--- src/rtl/lut_prog_engine.sv ---
// Runtime-reprogrammable lookup table with a registered 1-cycle read, single-entry
// writes and a sequential bulk-load stream. Optional per-entry parity: LUT_PARITY_EN.
module lut_prog_engine #(
    parameter int ADDR_W = 3,
    parameter int DATA_W = 1,
    parameter logic [(2**ADDR_W)*DATA_W-1:0] INIT = 8'hB9
) (
    input  logic              clk,
    input  logic              rst,
    input  logic              rd_valid,
    output logic              rd_ready,
    input  logic [ADDR_W-1:0] rd_addr,
    output logic [DATA_W-1:0] rd_data,
    output logic              rd_dvalid,
    input  logic              wr_en,
    input  logic [ADDR_W-1:0] wr_addr,
    input  logic [DATA_W-1:0] wr_data,
    input  logic              ld_start,
    input  logic              ld_valid,
    input  logic [DATA_W-1:0] ld_data,
    output logic              ld_busy,
    output logic              ld_done,
    output logic              par_err
);

    // state | meaning
    // IDLE  | reads and single-entry writes accepted
    // LOAD  | bulk reload in progress, entries filled 0..DEPTH-1 from the stream
    localparam int DEPTH = 2**ADDR_W;

    typedef enum logic {IDLE, LOAD} state_t;

    state_t            state, state_nxt;
    logic [ADDR_W-1:0] cnt;
    logic [DATA_W-1:0] mem [DEPTH];
    logic              rd_acc;
    logic              wr_acc;
    logic              ld_beat;
    logic              ld_last;

    always_ff @(posedge clk) begin
        if (rst) state <= IDLE;
        else     state <= state_nxt;
    end

    always_comb begin
        state_nxt = state;
        rd_acc    = 1'b0;
        wr_acc    = 1'b0;
        ld_beat   = 1'b0;
        ld_last   = 1'b0;
        unique case (state)
            IDLE: begin
                rd_acc = rd_valid;
                wr_acc = wr_en;
                if (ld_start) state_nxt = LOAD;
            end
            LOAD: begin
                ld_beat = ld_valid;
                ld_last = ld_valid && (cnt == ADDR_W'(DEPTH-1));
                if (ld_last) state_nxt = IDLE;
            end
            default: state_nxt = IDLE;
        endcase
    end

    assign rd_ready = (state == IDLE);
    assign ld_busy  = (state == LOAD);

    always_ff @(posedge clk) begin
        if (rst) begin
            for (int i = 0; i < DEPTH; i++) mem[i] <= INIT[i*DATA_W +: DATA_W];
            cnt       <= '0;
            rd_data   <= '0;
            rd_dvalid <= 1'b0;
            ld_done   <= 1'b0;
        end else begin
            rd_dvalid <= rd_acc;
            ld_done   <= ld_last;
            // nonblocking update gives read-before-write on an address collision
            if (rd_acc) rd_data <= mem[rd_addr];
            if (wr_acc) mem[wr_addr] <= wr_data;
            if (state == IDLE && ld_start) cnt <= '0;
            if (ld_beat) begin
                mem[cnt] <= ld_data;
                cnt      <= cnt + ADDR_W'(1);
            end
        end
    end

`ifdef LUT_PARITY_EN
    logic par_mem [DEPTH];

    always_ff @(posedge clk) begin
        if (rst) begin
            for (int i = 0; i < DEPTH; i++) par_mem[i] <= ^INIT[i*DATA_W +: DATA_W];
            par_err <= 1'b0;
        end else begin
            par_err <= rd_acc && ((^mem[rd_addr]) != par_mem[rd_addr]);
            if (wr_acc)  par_mem[wr_addr] <= ^wr_data;
            if (ld_beat) par_mem[cnt]     <= ^ld_data;
        end
    end
`else
    assign par_err = 1'b0;
`endif

endmodule

--- config.mk ---
export PLATFORM = sky130hd
export DESIGN_NAME = lut_prog_engine
export DESIGN_NICKNAME = d
export VERILOG_FILES = /design/src/rtl/lut_prog_engine.sv
export SDC_FILE = /design/constraint.sdc
export NUM_CORES = 1
export LEC_CHECK = 0
export CORE_MARGIN = 3
export CORE_UTILIZATION = 49
export CTS_BUF_LIST = sky130_fd_sc_hd__clkbuf_16
export DETAILED_ROUTE_END_ITERATION = 8
export GPL_ROUTABILITY_DRIVEN = 0
export PLACE_DENSITY = 0.87
export SETUP_SLACK_MARGIN = 0.15
export SLEW_MARGIN = 20
export SYNTH_ARGS = -nofsm -noshare
export SYNTH_HDL_FRONTEND = slang
export SYNTH_SLANG_ARGS = --single-unit
--- constraint.sdc ---
create_clock -name clk -period 2 [get_ports clk]
set_clock_uncertainty 0.2 [all_clocks]
set_input_delay 0.5 -clock clk [delete_from_list [all_inputs] [get_ports clk]]
set_output_delay 0.5 -clock clk [all_outputs]
set_load 0.02 [all_outputs]
**Word-level counts from Yosys, hierarchy flattened**

Memory sizes are Yosys's and may differ from the RTL's. A register that Yosys moved wholly into a read port is not among the register bits.
Index checks and enable logic that the tools add are counted.

- Add/subtract/negate cells: 1
- Bitwise operators: 1
- Muxes and demuxes: 22
- Reduce and logical (&&, ||, !) cells: 6
- Eq/ne operators: 1

Operators with widths:

| kind | count |
|---|---|
| 2-to-1 mux 1 bit | 17 |
| 2-to-1 mux 3 bit | 4 |
| adder 3 x 1 -> 3 bit (second input constant) | 1 |
| == test 3 bit (second input constant) | 1 |
| logical AND 1 bit | 2 |
| one-hot mux 1 bit (2 select lines) | 1 |
| nonzero test 2 bit | 1 |
| OR reduction 1 bit | 2 |
| OR reduction 2 bit | 1 |
| inverter 1 bit | 1 |

- Word-level logic and storage cells: 36
- RAM bits: 8
- Memories kept: 1
- Output and inout bits: 6
- Register bits after elaboration: 6

Memory list:

| name | depth | width | read ports | clocked after Yosys merged registers in | wr ports | RTL line | source |
|---|---|---|---|---|---|---|---|
| mem | 8 | 1 | 1 | 1 | 8 | 35 | `logic [DATA_W-1:0] mem [DEPTH];` |

**Longest topological paths before layout**

- Word-level depth: 7
- Gate-level depth with buffers: 6
- Mapped depth without buffers: 4

**Least setup slack after synthesis**

OpenSTA, ideal clock, no wires.

- Path type: in2reg
- Start point: in rst
- End point: mem mem[2], enable pin
- Cell stages on the path: 6
- Required time: 1.496 ns
- Setup time: 0.304 ns
- Path buffers: 2
- Data arrival time: 1.354 ns
- Slack: 0.142 ns
- Path through: buf_6 > nand3b_4 > buf_8 > mux2i_1 > nand2b_1 > o21bai_1

RTL lines:

| what | RTL line | source |
|---|---|---|
| start: declaration | 9 | `input logic rst,` |
| end: declaration | 35 |  |

==> impl_metrics.env <==
export IMPL_status="completed"
export IMPL_worstHoldPathType="reg -> reg"
export IMPL_synth_top_area_share_pct=26.3
export IMPL_start_kind="primary input"
export IMPL_core_area_um2=1630
export IMPL_area_delta_synth_final_pct=39.9
export IMPL_fp_dieW_um=49.1
export IMPL_critPathKind="in -> reg"
export IMPL_synth_fp_nets=104
export IMPL_synth_edf_count=3
export IMPL_combPwrFrac_pct=17.9
export IMPL_reg2regPathDepth=4
export IMPL_grtUsageMet1_pct=21.5
export IMPL_clk_latency_ns=0.24
export IMPL_synth_top_family_by_area="simple AND/OR/NAND/NOR gates"
export IMPL_cts_tree="built"
export IMPL_drc=0
export IMPL_synth_xor_area_share_pct=0
export IMPL_viasPerCell=5.53
export IMPL_antenna_found_initial=0
export IMPL_cts_sinks=15
export IMPL_synth_largest_area_cell="dfxtp_1"
export IMPL_r2r_start="ld_busy"
export IMPL_port_buffers=18
export IMPL_yosysSeqAreaShare_pct=36.2
export IMPL_vdd_drop_max_mv=0.581
export IMPL_dpl_instance_area_um2=1140
export IMPL_worstReg2RegEnd="mem[6]"
export IMPL_end_kind="flip-flop"
export IMPL_clockPowerShare_pct=43.9
export IMPL_cts_root_buf="clkbuf_16"
export IMPL_synth_simple_area_share_pct=19.1
export IMPL_use_met3_pct=5.20
export IMPL_dr_pass1_iters=4
export IMPL_die_h_um=49.1
export IMPL_grt_busiest_layer="met2"
export IMPL_fp_row_count=14
export IMPL_use_met2_pct=36.4
export IMPL_clockBufferDepth=2
export IMPL_grt_pass1_vias=773
export IMPL_synth_common_cells="dfxtp_1, nor2_1, mux2i_1"
export IMPL_grt_max_degree=18
export IMPL_fill_cells=118
export IMPL_critPathMaxFanout=3
export IMPL_intPower_mw=0.665
export IMPL_ff2ff_setup_slack_ns=0.22
export IMPL_power_switching_mw=0.199
export IMPL_drt_iter0_markers=15
export IMPL_finalCritPeriodShare_pct=91.9
export IMPL_synth_compound_area_share_pct=15.6
export IMPL_cap_violations=0
export IMPL_start_util_pct=56.0
export IMPL_yosysMostFrequentCell="dfxtp_1"
export IMPL_numCtsBuffers=3
export IMPL_fmax_mhz=544
export IMPL_post_place_ws_ns=-0.355
export IMPL_hold_ws_ns=0.293
export IMPL_rsz0062_at_grt="no"
export IMPL_detail_route_antenna_nets=0
export IMPL_htreeDepth=1
export IMPL_synth_seq_cells=15
export IMPL_synth_adder_area_share_pct=2.74
export IMPL_min_period_ns=1.84
export IMPL_ys_types=33
export IMPL_grt_pass1_wl_um=3620
export IMPL_drive_gt1_share_pct=29.9
export IMPL_grt_ovfl_total=0
export IMPL_pwr_share_seq_pct=38.2
export IMPL_gr_usage_all_layers_pct=19.8
export IMPL_synth_cells=88
export IMPL_synthTopCellsByArea="dfxtp_1, edfxtp_1, mux2i_1"
export IMPL_synth_area_per_cell_um2=10.4
export IMPL_dp_hpwl_um=1540
export IMPL_power_density_nw_per_um2=677
export IMPL_synth_warnings=0
export IMPL_synthFlopType="dfxtp_1"
export IMPL_wl_per_cell_um=16.5
export IMPL_worstSetupEndpoint="mem[6]"
export IMPL_cts_hold_buf=0
export IMPL_setup_ws_ns=0.161
export IMPL_async_flop_share_pct=0
export IMPL_setup_tns_ns=0
export IMPL_die_area_um2=2420
export IMPL_startpoint="wr_en"
export IMPL_cp_arrival_ns=1.58
export IMPL_ios=20
export IMPL_via_count=780
export IMPL_path_clk_slew_ns=0.05
export IMPL_final_setup_viol_count=0
export IMPL_finalHoldViolCount=0
export IMPL_p_total_mw=0.864
export IMPL_postRouteWirelength_um=2330
export IMPL_p_leak_nw=0.552
export IMPL_cp_required_ns=1.74
export IMPL_syn_area_um2=912
export IMPL_fin_nets=134
export IMPL_synth_mux_area_share_pct=18.7
export IMPL_final_area_um2=1280
export IMPL_switching_share_pct=23.1
export IMPL_slew_violations=0
export IMPL_n_antenna_cell=0
[layout by cell type (no fill, tap or decap), types with 2 or more instances in the layout]
cell,synthesis,routed
a211oi_2,1,2
a31oi_1,3,3
nand3b_1,2,2
o21ai_1,2,2
ha_1,2,2
clkbuf_16,0,3
a211oi_1,3,2
inv_1,2,2
edfxtp_1,3,3
nand3_1,2,2
clkbuf_2,0,2
clkdlybuf4s50_1,0,8
mux2i_1,8,7
dfxtp_1,12,11
buf_4,1,14
nor3b_1,2,2
dlygate4sd2_1,0,6
nor2b_1,2,2
o21bai_1,4,3
nand2b_1,4,3
mux2i_4,3,3
nor2_1,9,9
a32oi_1,2,2
nand2_1,4,4
[critical path, cell delays in order]
cell and delay, ns:
clkdlybuf4s15_1 0.18, or3b_4 0.39, a21oi_4 0.21, nand2b_4 0.09
o21bai_1 0.20
[area by class of cell]
cell class / instances / area, µm² / area share [%]
flip-flops and latches: 15 / 332 / 26.0
inverters: 2 / 7.51 / 0.588
multi-input cells: 64 / 558 / 43.7
clock inverters: 1 / 3.75 / 0.294
well taps: 24 / 30.0 / 2.35
clock buffers: 3 / 75.1 / 5.88
repair buffers: 32 / 270 / 21.2
[kinds of logic (layout without fill, tap and decap cells)]
group / after synthesis / count (layout)
flip-flops: 15 / 15
AND/OR/NAND/NOR: 30 / 30
AO/OA/AOI/OAI: 19 / 19
buffers and inverters: 9 / 38
multiplexers: 12 / 12
other: 1 / 1
adder cells (fa/ha/maj): 2 / 2
[flip-flops by register name, indices dropped and copies added (netlist names)]
name	cells
ld_busy	1
rd_dvalid	1
rd_data	1
mem	8
cnt	3
ld_done	1
[worst min-delay path by stage]
stage           start  endpoint  slack (ns)  cells past startpoint
6_report       cnt[0]    cnt[0]        0.29                      2
5_1_grt        cnt[0]    cnt[0]        0.35                      2
4_1_cts        cnt[0]    cnt[0]        0.30                      2
3_5_place_dp   cnt[0]    cnt[0]        0.29                      2
3_3_place_gp   cnt[0]    cnt[0]        0.28                      2
2_1_floorplan  cnt[0]    cnt[0]        0.26                      2
[metal layers]
metal  vias up  routed length [µm]  part of all wire [%]
li1        377                   -                     -
met5         -                   0                     0
met3         4                 109                   4.7
met4         0                  23                  0.99
met2        29                1260                    54
met1       370                 930                    40
[timing repair]
item	4_1_cts	5_1_grt
pin swaps	3	3
resized for setup	11	12
buffers inserted	5	0
hold endpoints to repair	0	0
setup endpoints to repair	16	8
[power groups by stage]
| stage | Clock, mW | Combinational (mW) | Sequential [mW] |
|---|---|---|---|
| 2_1_floorplan | 0 | 0.0818 | 0.337 |
| 3_3_place_gp | 0 | 0.139 | 0.334 |
| 3_5_place_dp | 0 | 0.144 | 0.335 |
| 4_1_cts | 0.384 | 0.144 | 0.329 |
| 5_1_grt | 0.397 | 0.166 | 0.331 |
| 6_report | 0.379 | 0.155 | 0.330 |
[stage by stage]
| stage | instances | util, % |
|---|---|---|
| after floorplan | 88 | - |
| after global placement | 132 | 69.9 |
| after detailed placement | 132 | 69.9 |
| after CTS | 141 | 76.4 |
| after global routing | 141 | 78.3 |
| final | 141 | 78.3 |
No activity file was read; power rests on OpenSTA's default activity.
==> variant, RTL diff (same settings) <==
Build with the macro `LUT_PARITY_EN` defined.
--- a/src/rtl/lut_prog_engine.sv
+++ b/src/rtl/lut_prog_engine.sv
@@ -1,5 +1,7 @@
 // Runtime-reprogrammable lookup table with a registered 1-cycle read, single-entry
 // writes and a sequential bulk-load stream. Optional per-entry parity: LUT_PARITY_EN.
+`define LUT_PARITY_EN
+
 module lut_prog_engine #(
     parameter int ADDR_W = 3,
     parameter int DATA_W = 1,
Behaviour: no difference found for any inputs over 10 cycles, from zero or initial values and one cycle with rst high; that may be too few to reach the edited logic, so the function may still have changed.
==> variant against the unedited design <==
Setup slack better by 0.024 ns; cell area is 18% higher; via count increased by 11%; power is 21% higher; area after synthesis is 22% higher; synthesized cell count grew 16%; routed wire length rose by 2.9%; sequential share of layout area increased by 4.1 points; clock power grew 8.7%; register-to-register slack better by 0.09 ns; sequential cell count is 6 higher; largest power group is now sequential cells; highest routed layer unchanged.
==> variant: results (changes against the unedited design) <==
Outcome: completed (unchanged). The compound-cell area share of the yosys netlist is 0.0862 (was 0.156). The total nets after synthesis came out at 118 (was 104). The count of inverters other than clock inverters in the layout came out at 1 (was 2). The via count of the first global-routing pass came out at 862 (was 773). The critical path's slowest cell is or3b_1 (was or3b_4).

The storage element area came out at 452 µm² (was 332 µm²). The arrival time at the worst endpoint was 1.75 ns (was 1.58 ns). The wire length of the first global-routing pass is 3.95 mm (was 3.62 mm). The overall die height came out at 53.8 µm (was 49.1 µm). The horizontal extent of the die came out at 53.8 µm (was 49.1 µm). The buffer share of cell area came out at 0.203 (was 0.212). The setup slack after placement is -0.386 ns (was -0.355 ns).

Top cell types by occurrence after synthesis: dfxtp_1, nor2_1, mux2i_1 (unchanged). The global routing usage on met3 is 0.0609 (was 0.0520). The area share of fa/ha/maj cells after synthesis came to 0.0224 (was 0.0274). The portion of the post-synthesis area used by sequential elements was 0.403 (was 0.362). The register bit total from synthesis is 21 (was 15).

The number of DRC markers after the initial detailed-route iteration came out at 14 (was 15). The number of fill cells is 146 (was 118). The met1 usage in global routing came out at 0.221 (was 0.215). The share of synthesized area spent on multiplexers came out at 0.267 (was 0.187). The mean area per synthesized cell is 11.0 µm² (was 10.4 µm²). The worst vdd rail ir drop came out at 0.000611 V (was 0.000581 V). The count of multi-input combinational gates came out at 73 (was 64).

The count of different cell masters after synthesis came out at 29 (was 33). Largest registers: par_mem (8), mem (5), cnt (3) (was mem (8), cnt (3)). The fraction of layout cells with a size suffix above 1 is 0.256 (was 0.299).

The final-stage net count is 150 (was 134). The pin count of the biggest net entering global routing is 23 (was 18). The mean routed wirelength per cell came out at 15.0 µm (was 16.5 µm).

The routed wire length is 2.40 mm (was 2.33 mm). The fraction of area in clock buffers and inverters came out at 0.0525 (was 0.0618). The HPWL after detailed placement came out at 1.82 mm (was 1.54 mm). The max-capacitance violation count came out at 0 (unchanged). Synth top area cells: dfxtp_1, mux2i_1, mux4_2, edfxtp_1, nor2_1 (was dfxtp_1, edfxtp_1, mux2i_1, mux2i_4, nor2_1). The post-detailed-route via-to-cell ratio is 5.39 (was 5.53). The design internal power is 806 µW (was 665 µW). The placed instance count is 156 (was 132).

The xor and xnor area share after synthesis is 0.0157 (was 0). The area occupied by multi-input gates is 629 µm² (was 558 µm²).
## variant: path summary, 6_finish.rpt
kind / startpoint / to / slack (ns) / cells after the start
min: cnt[0] / cnt[0] / 0.31 / 2
max: wr_addr[0] / mem[0] / 0.19 / 6
min reg2reg: cnt[0] / cnt[0] / 0.31 / 2
max reg2reg: ld_busy / par_mem[5] / 0.31 / 5
## variant: per-layer routing
metal / vias up / wire [µm]
met3: 5 / 102
met5: - / 0
li1: 438 / -
met2: 18 / 1250
met4: 0 / 38
met1: 401 / 1010
## variant: timing repair
action / CTS / global route
gates cloned: 0 / 0
pin swaps: 4 / 2
buffers inserted: 0 / 0
resized for setup: 15 / 6
endpoints found under the setup margin: 24 / 9
## variant: power groups by stage
stage	registers (µW)	clock network, µW	logic (µW)
after CTS	454	420	175
final	455	412	175
after detailed placement	463	0	179
after global placement	461	0	174
after global routing	456	443	189
after floorplan	466	0	92.8
